## src/rtl/kitchen_link_pkg.sv

```systemverilog
`default_nettype none
// ============================================================================
//  Module   : kitchen_link_pkg
//  Purpose  : Shared constants and types for the kitchen link arbiter:
//             arbitration mode codes, default idle byte, FSM state encoding
//             and a clog2 helper that never returns zero.
//  Ports    : (package, no ports)
//  Revision : 1.0  initial release
// ============================================================================
package kitchen_link_pkg;

   // Arbitration mode codes on arb_mode_i; code 3 behaves like ARB_PRIO.
   localparam logic [1:0] ARB_PRIO  = 2'd0;
   localparam logic [1:0] ARB_RR    = 2'd1;
   localparam logic [1:0] ARB_FORCE = 2'd2;

   localparam logic [7:0] DEFAULT_IDLE_BYTE = 8'h00;

   typedef enum logic [0:0] {
      ST_IDLE = 1'b0,
      ST_SEND = 1'b1
   } link_state_e;

   // Index width for a set of n items; a single item still needs one bit.
   function automatic int clog2_min1(input int n);
      return (n <= 1) ? 1 : $clog2(n);
   endfunction

endpackage : kitchen_link_pkg
`default_nettype wire

```

## src/rtl/kitchen_link_fifo.sv

```systemverilog
`default_nettype none
// ============================================================================
//  Module   : kitchen_link_fifo
//  Purpose  : Synchronous single-clock FIFO holding queued command bytes for
//             one arbiter channel.
//  Ports    : clock_i, reset_i        clock, sync active-high reset
//             push_i, data_i          write request and byte
//             pop_i                   remove head entry
//             flush_i                 discard all entries (beats push/pop)
//             full_o, empty_o         occupancy flags
//             head_o                  oldest entry (valid when !empty_o)
//  Revision : 1.0  initial release
// ============================================================================
module kitchen_link_fifo #(
   parameter int DATA_W     = 8,
   parameter int FIFO_DEPTH = 4
) (
   input  logic              clock_i,
   input  logic              reset_i,
   input  logic              push_i,
   input  logic [DATA_W-1:0] data_i,
   input  logic              pop_i,
   input  logic              flush_i,
   output logic              full_o,
   output logic              empty_o,
   output logic [DATA_W-1:0] head_o
);

   localparam int AW = $clog2(FIFO_DEPTH);

   // Pointers carry one extra wrap bit so full and empty are distinguishable
   // when the address fields are equal.
   logic [AW:0]       wr_ptr_q, wr_ptr_d;
   logic [AW:0]       rd_ptr_q, rd_ptr_d;
   logic [DATA_W-1:0] mem_q [FIFO_DEPTH];

   logic push_ok;
   logic pop_ok;

   assign empty_o = (wr_ptr_q == rd_ptr_q);
   assign full_o  = (wr_ptr_q[AW] != rd_ptr_q[AW]) &&
                    (wr_ptr_q[AW-1:0] == rd_ptr_q[AW-1:0]);
   assign head_o  = mem_q[rd_ptr_q[AW-1:0]];

   // No simultaneous pop-and-push bypass at full: a full FIFO refuses pushes.
   assign push_ok = push_i && !full_o && !flush_i;
   assign pop_ok  = pop_i && !empty_o && !flush_i;

   always_comb begin
      wr_ptr_d = wr_ptr_q;
      rd_ptr_d = rd_ptr_q;
      if (flush_i) begin
         wr_ptr_d = '0;
         rd_ptr_d = '0;
      end else begin
         if (push_ok) wr_ptr_d = wr_ptr_q + 1'b1;
         if (pop_ok)  rd_ptr_d = rd_ptr_q + 1'b1;
      end
   end

   always_ff @(posedge clock_i) begin
      if (reset_i) begin
         wr_ptr_q <= '0;
         rd_ptr_q <= '0;
      end else begin
         wr_ptr_q <= wr_ptr_d;
         rd_ptr_q <= rd_ptr_d;
      end
   end

   // Storage needs no reset; contents are only visible through the pointers.
   always_ff @(posedge clock_i) begin
      if (push_ok) mem_q[wr_ptr_q[AW-1:0]] <= data_i;
   end

endmodule : kitchen_link_fifo
`default_nettype wire

```

## src/rtl/kitchen_link_arbiter.sv

```systemverilog
`default_nettype none
// ============================================================================
//  Module   : kitchen_link_arbiter
//  Purpose  : N-channel command arbiter in front of the UART transmitter.
//             Each channel queues bytes in its own FIFO; one byte at a time
//             is granted (fixed priority / round-robin / forced) and held on
//             uart_bits_o until the UART acknowledges it. Also captures the
//             returned game-state byte with an update strobe and counter.
//  Ports    : clock_i, reset_i        clock, sync active-high reset
//             ch_valid_i/ch_bits_i    per-channel push request and byte
//             ch_ready_o              per-channel FIFO not full
//             arb_mode_i, force_ch_i  arbitration mode and forced channel
//             flush_i                 per-channel FIFO clear
//             uart_bits_o             byte to UART (IDLE_BYTE when idle)
//             uart_ready_i            UART byte-complete pulse
//             in_flight_o, grant_ch_o byte being presented and its owner
//             rx_bits_i, rx_valid_i   received byte from UART
//             fb_bits_o, fb_strobe_o, fb_count_o   feedback capture
//             overflow_o              sticky push-while-full flags
//  Revision : 1.0  initial release
// ============================================================================
module kitchen_link_arbiter
   import kitchen_link_pkg::*;
#(
   parameter int                NUM_CH     = 2,
   parameter int                DATA_W     = 8,
   parameter int                FIFO_DEPTH = 4,
   parameter logic [DATA_W-1:0] IDLE_BYTE  = DATA_W'(DEFAULT_IDLE_BYTE),
   parameter int                CH_W       = clog2_min1(NUM_CH)
) (
   input  logic                     clock_i,
   input  logic                     reset_i,
   input  logic [NUM_CH-1:0]        ch_valid_i,
   input  logic [NUM_CH*DATA_W-1:0] ch_bits_i,
   output logic [NUM_CH-1:0]        ch_ready_o,
   input  logic [1:0]               arb_mode_i,
   input  logic [CH_W-1:0]          force_ch_i,
   input  logic [NUM_CH-1:0]        flush_i,
   output logic [DATA_W-1:0]        uart_bits_o,
   input  logic                     uart_ready_i,
   output logic                     in_flight_o,
   output logic [CH_W-1:0]          grant_ch_o,
   input  logic [DATA_W-1:0]        rx_bits_i,
   input  logic                     rx_valid_i,
   output logic [DATA_W-1:0]        fb_bits_o,
   output logic                     fb_strobe_o,
   output logic [15:0]              fb_count_o,
   output logic [NUM_CH-1:0]        overflow_o
);

   // ------------------------------------------------------------------
   // Per-channel FIFOs and overflow flags
   // ------------------------------------------------------------------
   logic [NUM_CH-1:0] full_w;
   logic [NUM_CH-1:0] empty_w;
   logic [NUM_CH-1:0] pop_w;
   logic [DATA_W-1:0] head_w [NUM_CH];
   logic [NUM_CH-1:0] overflow_q;

   link_state_e       state_q, state_d;
   logic [DATA_W-1:0] out_q, out_d;
   logic [CH_W-1:0]   grant_q, grant_d;
   logic [CH_W-1:0]   rr_ptr_q, rr_ptr_d;
   logic              gnt_flushed_q, gnt_flushed_d;
   logic              ack_w;

   // Acknowledge is only meaningful while a byte is on the wire.
   assign ack_w = (state_q == ST_SEND) && uart_ready_i;

   generate
      for (genvar i = 0; i < NUM_CH; i++) begin : g_ch
         // A flush of the granted channel mid-send leaves the byte on the
         // wire but must not pop whatever was pushed after the flush.
         assign pop_w[i] = ack_w && (grant_q == CH_W'(i)) &&
                           !gnt_flushed_q && !flush_i[i];

         kitchen_link_fifo #(
            .DATA_W     (DATA_W),
            .FIFO_DEPTH (FIFO_DEPTH)
         ) u_fifo (
            .clock_i (clock_i),
            .reset_i (reset_i),
            .push_i  (ch_valid_i[i]),
            .data_i  (ch_bits_i[i*DATA_W +: DATA_W]),
            .pop_i   (pop_w[i]),
            .flush_i (flush_i[i]),
            .full_o  (full_w[i]),
            .empty_o (empty_w[i]),
            .head_o  (head_w[i])
         );

         always_ff @(posedge clock_i) begin
            if (reset_i || flush_i[i]) begin
               overflow_q[i] <= 1'b0;
            end else if (ch_valid_i[i] && full_w[i]) begin
               overflow_q[i] <= 1'b1;
            end
         end
      end
   endgenerate

   assign ch_ready_o = ~full_w;
   assign overflow_o = overflow_q;

   // ------------------------------------------------------------------
   // Channel selection
   // ------------------------------------------------------------------
   // A channel being flushed this cycle is not offered for grant, so a
   // byte that is about to be discarded never reaches the UART.
   logic [NUM_CH-1:0] elig_w;
   logic              found_w;
   logic [CH_W-1:0]   sel_w;

   assign elig_w = ~empty_w & ~flush_i;

   always_comb begin
      int idx;
      found_w = 1'b0;
      sel_w   = '0;
      idx     = 0;
      case (arb_mode_i)
         ARB_RR: begin
            for (int k = 0; k < NUM_CH; k++) begin
               idx = (int'(rr_ptr_q) + k) % NUM_CH;
               if (!found_w && elig_w[idx]) begin
                  found_w = 1'b1;
                  sel_w   = CH_W'(idx);
               end
            end
         end
         ARB_FORCE: begin
            if ((int'(force_ch_i) < NUM_CH) && elig_w[force_ch_i]) begin
               found_w = 1'b1;
               sel_w   = force_ch_i;
            end
         end
         default: begin
            for (int k = NUM_CH - 1; k >= 0; k--) begin
               if (elig_w[k]) begin
                  found_w = 1'b1;
                  sel_w   = CH_W'(k);
               end
            end
         end
      endcase
   end

   // ------------------------------------------------------------------
   // Transmit FSM
   // ------------------------------------------------------------------
   always_comb begin
      state_d       = state_q;
      out_d         = out_q;
      grant_d       = grant_q;
      rr_ptr_d      = rr_ptr_q;
      gnt_flushed_d = gnt_flushed_q;
      case (state_q)
         ST_IDLE: begin
            if (found_w) begin
               state_d       = ST_SEND;
               out_d         = head_w[sel_w];
               grant_d       = sel_w;
               gnt_flushed_d = 1'b0;
               if (arb_mode_i == ARB_RR) begin
                  rr_ptr_d = (sel_w == CH_W'(NUM_CH - 1)) ? '0 : sel_w + 1'b1;
               end
            end
         end
         ST_SEND: begin
            if (flush_i[grant_q]) gnt_flushed_d = 1'b1;
            if (uart_ready_i) begin
               // Returning through IDLE guarantees one idle byte between
               // consecutive grants.
               state_d       = ST_IDLE;
               out_d         = IDLE_BYTE;
               gnt_flushed_d = 1'b0;
            end
         end
         default: begin
            state_d = ST_IDLE;
            out_d   = IDLE_BYTE;
         end
      endcase
   end

   always_ff @(posedge clock_i) begin
      if (reset_i) begin
         state_q       <= ST_IDLE;
         out_q         <= IDLE_BYTE;
         grant_q       <= '0;
         rr_ptr_q      <= '0;
         gnt_flushed_q <= 1'b0;
      end else begin
         state_q       <= state_d;
         out_q         <= out_d;
         grant_q       <= grant_d;
         rr_ptr_q      <= rr_ptr_d;
         gnt_flushed_q <= gnt_flushed_d;
      end
   end

   assign uart_bits_o = out_q;
   assign in_flight_o = (state_q == ST_SEND);
   assign grant_ch_o  = grant_q;

   // ------------------------------------------------------------------
   // Feedback capture (independent of the transmit path)
   // ------------------------------------------------------------------
   logic [DATA_W-1:0] fb_bits_q;
   logic              fb_strobe_q;
   logic [15:0]       fb_count_q;

   always_ff @(posedge clock_i) begin
      if (reset_i) begin
         fb_bits_q   <= '0;
         fb_strobe_q <= 1'b0;
         fb_count_q  <= '0;
      end else begin
         fb_strobe_q <= rx_valid_i;
         if (rx_valid_i) begin
            fb_bits_q  <= rx_bits_i;
            fb_count_q <= fb_count_q + 16'd1;
         end
      end
   end

   assign fb_bits_o   = fb_bits_q;
   assign fb_strobe_o = fb_strobe_q;
   assign fb_count_o  = fb_count_q;

endmodule : kitchen_link_arbiter
`default_nettype wire

```

## config.mk

```make
export PLATFORM = sky130hd
export DESIGN_NAME = kitchen_link_arbiter
export DESIGN_NICKNAME = d
export VERILOG_FILES = /design/src/rtl/kitchen_link_pkg.sv /design/src/rtl/kitchen_link_fifo.sv /design/src/rtl/kitchen_link_arbiter.sv
export SDC_FILE = /design/constraint.sdc
export NUM_CORES = 1
export LEC_CHECK = 0
export CORE_MARGIN = 5
export CORE_UTILIZATION = 50
export CTS_BUF_LIST = sky130_fd_sc_hd__clkbuf_8
export DETAILED_ROUTE_END_ITERATION = 12
export HOLD_SLACK_MARGIN = 0.05
export PLACE_DENSITY_LB_ADDON = 0.08
export SLEW_MARGIN = 10
export SYNTH_ARGS = -nofsm -noshare
export SYNTH_HDL_FRONTEND = slang
export SYNTH_SLANG_ARGS = --single-unit
```

## constraint.sdc

```tcl
create_clock -name clock_i -period 2.5 [get_ports clock_i]
set_clock_uncertainty 0.15 [all_clocks]
set_input_delay 0.375 -clock clock_i [delete_from_list [all_inputs] [get_ports clock_i]]
set_output_delay 0.375 -clock clock_i [all_outputs]
set_load 0.01 [all_outputs]
```

==> results.py <==
metrics = {
    "layout": {
        "fin_nets": 491,
        "fin_util": 0.664,
        "syn2layout_area_growth_pct": 28.3,
        "seq_area_sq_mm": 0.00302,
        "diodes": 0,
        "n_fill_cell": 719,
        "layout-drive-gt1-share": 0.164,
        "multiInputGateArea_sq_mm": 0.00172,
    },
    "sta": {
        "setup_viol": 0,
        "worst_pin_slew_ns": 0.544,
        "maxSlewViolCount": 0,
        "hold_viol": 0,
        "fin_crit_ns": 2.38,
        "fin_hold_ws_ns": 0.308,
        "fmax_ghz": 0.421,
        "finalSetupTns_ns": 0,
        "finalCritPeriodShare": 0.951,
        "relSlewSlack": 0.636,
        "rsz0062_at_grt": "false",
    },
    "yosys": {
        "ys_ff_latch": 119,
        "synthAdderAreaFrac": 0.0337,
        "post_synth.cell_area_avg_sq_um": 13.8,
        "syn-num-nets": 399,
        "async_flop_share": 0,
        "ys.flop_type": "edfxtp_1",
        "synthCells": 351,
        "yosysSeqAreaShare": 0.626,
        "synth-xor-area-share": 0.0453,
        "synth-simple-area-share": 0.101,
        "muxShareOfSynthArea": 0.118,
        "synth_top_family_by_area": "multiplexers",
        "synth_top_cell_area_share": 0.398,
        "synth_compound_area_frac": 0.0536,
        "syn_area_sq_mm": 0.00483,
        "yosys.cell_types.count": 41,
        "synth_area_leaders": "edfxtp_1, dfxtp_1, mux4_2",
        "yosys.area.top_type": "edfxtp_1",
        "synth_edf_count": 64,
        "yosys_warnings": 0,
        "yosysMostFrequentCell": "edfxtp_1",
        "yosys-top-cells-count": "edfxtp_1, dfxtp_1, nor2_1",
    },
    "drt": {
        "dr.pass1.iters": 7,
        "wl_per_cell_um": 15.8,
        "vias": 2978,
        "drtIter0Drc": 121,
        "viasPerCell": 5.09,
        "highest_layer": "met4",
        "wl_met1_mm": 4.21,
        "met2_length_mm": 4.39,
        "antenna_left": 0,
        "routed_wirelength_mm": 9.27,
        "drc": 0,
        "wl_met3_um": 590,
    },
    "global_route": {
        "grt_pass1_wl_mm": 15.3,
        "grt_pass1_vias": 3146,
        "grt_max_degree": 27,
        "antenna_found_initial": 0,
        "grt-ovfl-total": 0,
        "grt_usage": 0.173,
    },
    "power": {
        "leakagePower_nw": 2.19,
        "ir_drop_v": 0.000414,
        "total_power_mw": 4.18,
        "power_density_mw_per_mm2": 675,
    },
    "hold_path": {
        "min_from": "rr_ptr_q",
        "hold_path.class": "reg2reg",
        "holdPathStages": 2,
    },
    "critical_path": {
        "start_kind": "flip-flop",
        "r2r_end": "g_ch[0].u_fifo.mem_q[3][1]",
        "endpoint_kind": "output port",
        "slowest_delay_ns": 0.55,
        "path_buf_inv": 1,
        "reg2regPathDepth": 5,
        "crit_required_ns": 1.98,
        "startpoint": "g_ch[1].u_fifo.wr_ptr_q[0]",
        "rrSetupSlack_ns": 0.42,
        "crit_end": "ch_ready_o[1]",
        "cp_top_family": "buffers and inverters",
        "crit_type": "reg2out",
        "reg2reg_from": "g_ch[0].u_fifo.wr_ptr_q[2]",
        "crit_fanout": 5,
        "arrival_ns": 1.85,
        "slowest_stage": "clkdlybuf4s50_1",
        "path_depth": 3,
        "worstPathCellList": "xnor2_2 > nand3b_1 > clkdlybuf4s50_1",
    },
    "clock_network": {
        "cts_buffers": 17,
        "htree_levels": 4,
        "cts_sinks": 119,
        "worstSkewPairLatency_ns": 0.41,
        "clkTransAtPathRegs_ns": 0.06,
        "cts_root_buf": "clkbuf_8",
        "tritoncts": "yes",
        "postCtsSetupBuffers": 0,
        "max-clock-path-buffers": 2,
        "cts_hold_buf": 0,
    },
    "placement": {
        "gp_congestion": 0.774,
        "port_buffers": 73,
        "hpwl_mm": 6.65,
    },
    "floorplan": {
        "pin_count": 74,
        "coreArea_sq_mm": 0.00933,
        "initial_utilization": 0.518,
        "die_area_sq_mm": 0.0117,
        "chipHeight_um": 108,
        "fp.dieW_um": 108,
        "rows": 35,
    },
    "job": {
        "max-cap-violations": 0,
    },
    "outcome": {
        "status": "completed",
    },
}
==> layout make-up <==
type | count | share of cell area
clock inverter | 14 | 0.0275
inverter | 13 | 0.00788
tap | 129 | 0.0261
clock buffer | 18 | 0.0400
multi-input combinational | 206 | 0.277
timing repair buffer | 86 | 0.134
sequential | 119 | 0.488
==> metal layers <==
metal,global-route usage,vias up
met5,0,-
met4,0.0541,0
met3,0.0728,7
met2,0.280,68
met1,0.212,1429
li1,-,1474
==> where the power goes <==
group	total, mW	internal, mW	switching (mW)
clock network	1.81	1.09	0.713
registers	2.12	2.10	0.0198
logic	0.258	0.144	0.114
total	4.18	3.33	0.847
==> cell usage in the layout, fill, tap and decap left out, types with 8 or more instances in the layout <==
| cell | count |
|---|---|
| a21oi_1 | 10 |
| a22o_1 | 8 |
| and2_1 | 9 |
| buf_4 | 13 |
| clkbuf_8 | 18 |
| clkdlybuf4s50_1 | 73 |
| dfxtp_1 | 55 |
| edfxtp_1 | 64 |
| ha_1 | 13 |
| inv_1 | 18 |
| mux2_2 | 9 |
| mux2i_1 | 11 |
| mux4_2 | 16 |
| nand2_1 | 12 |
| nand3_1 | 8 |
| nand4_1 | 8 |
| nor2_1 | 42 |
| xnor2_1 | 11 |
| xor2_1 | 12 |
==> worst min-delay path by stage <==
stage / to / slack [ns]
2_1_floorplan: rr_ptr_q / 0.28
3_3_place_gp: rr_ptr_q / 0.30
3_5_place_dp: rr_ptr_q / 0.30
4_1_cts: rr_ptr_q / 0.31
5_1_grt: rr_ptr_q / 0.32
6_report: rr_ptr_q / 0.31
==> through the flow <==
| stage | cell area (sq um) | std cells | worst slack [ns] |
|---|---|---|---|
| after floorplan | 4830 | 351 | 0.247 |
| after global placement | 5760 | 553 | -0.214 |
| after detailed placement | 5760 | 553 | -0.235 |
| after CTS | 6190 | 585 | 0.0982 |
| after global routing | 6190 | 585 | 0.00194 |
| final | 6190 | 585 | 0.122 |
==> tightest hold or removal path, delay by kind of cell (launching register included) <==
family                 cells  cell delay [ns]
DFF                        1             0.31
buffers and inverters      1             0.05
AOI/OAI and AO/OA          1             0.05
==> flip-flops by register name (all words and copies together) (netlist names), 2 cells and up, named ones only <==
signal                cells
uart_bits_o               8
fb_count_o               16
g_ch.u_fifo.rd_ptr_q      6
g_ch.u_fifo.mem_q        64
g_ch.u_fifo.wr_ptr_q      6
overflow_o                2
fb_bits_o                 8
==> logic make-up after synthesis <==
kind of cell,count (synthesis)
mux,36
flops,119
compound gates,33
fa+ha+maj,13
buf+inv,26
xor+xnor,25
simple gates,99
==> timing repair <==
action | in CTS | in global routing
hold endpoints to repair | 0 | 0
gates resized for setup | 2 | 0
endpoints found under the setup margin | 1 | 0
Note: power is estimated with default switching activity, not from simulation.
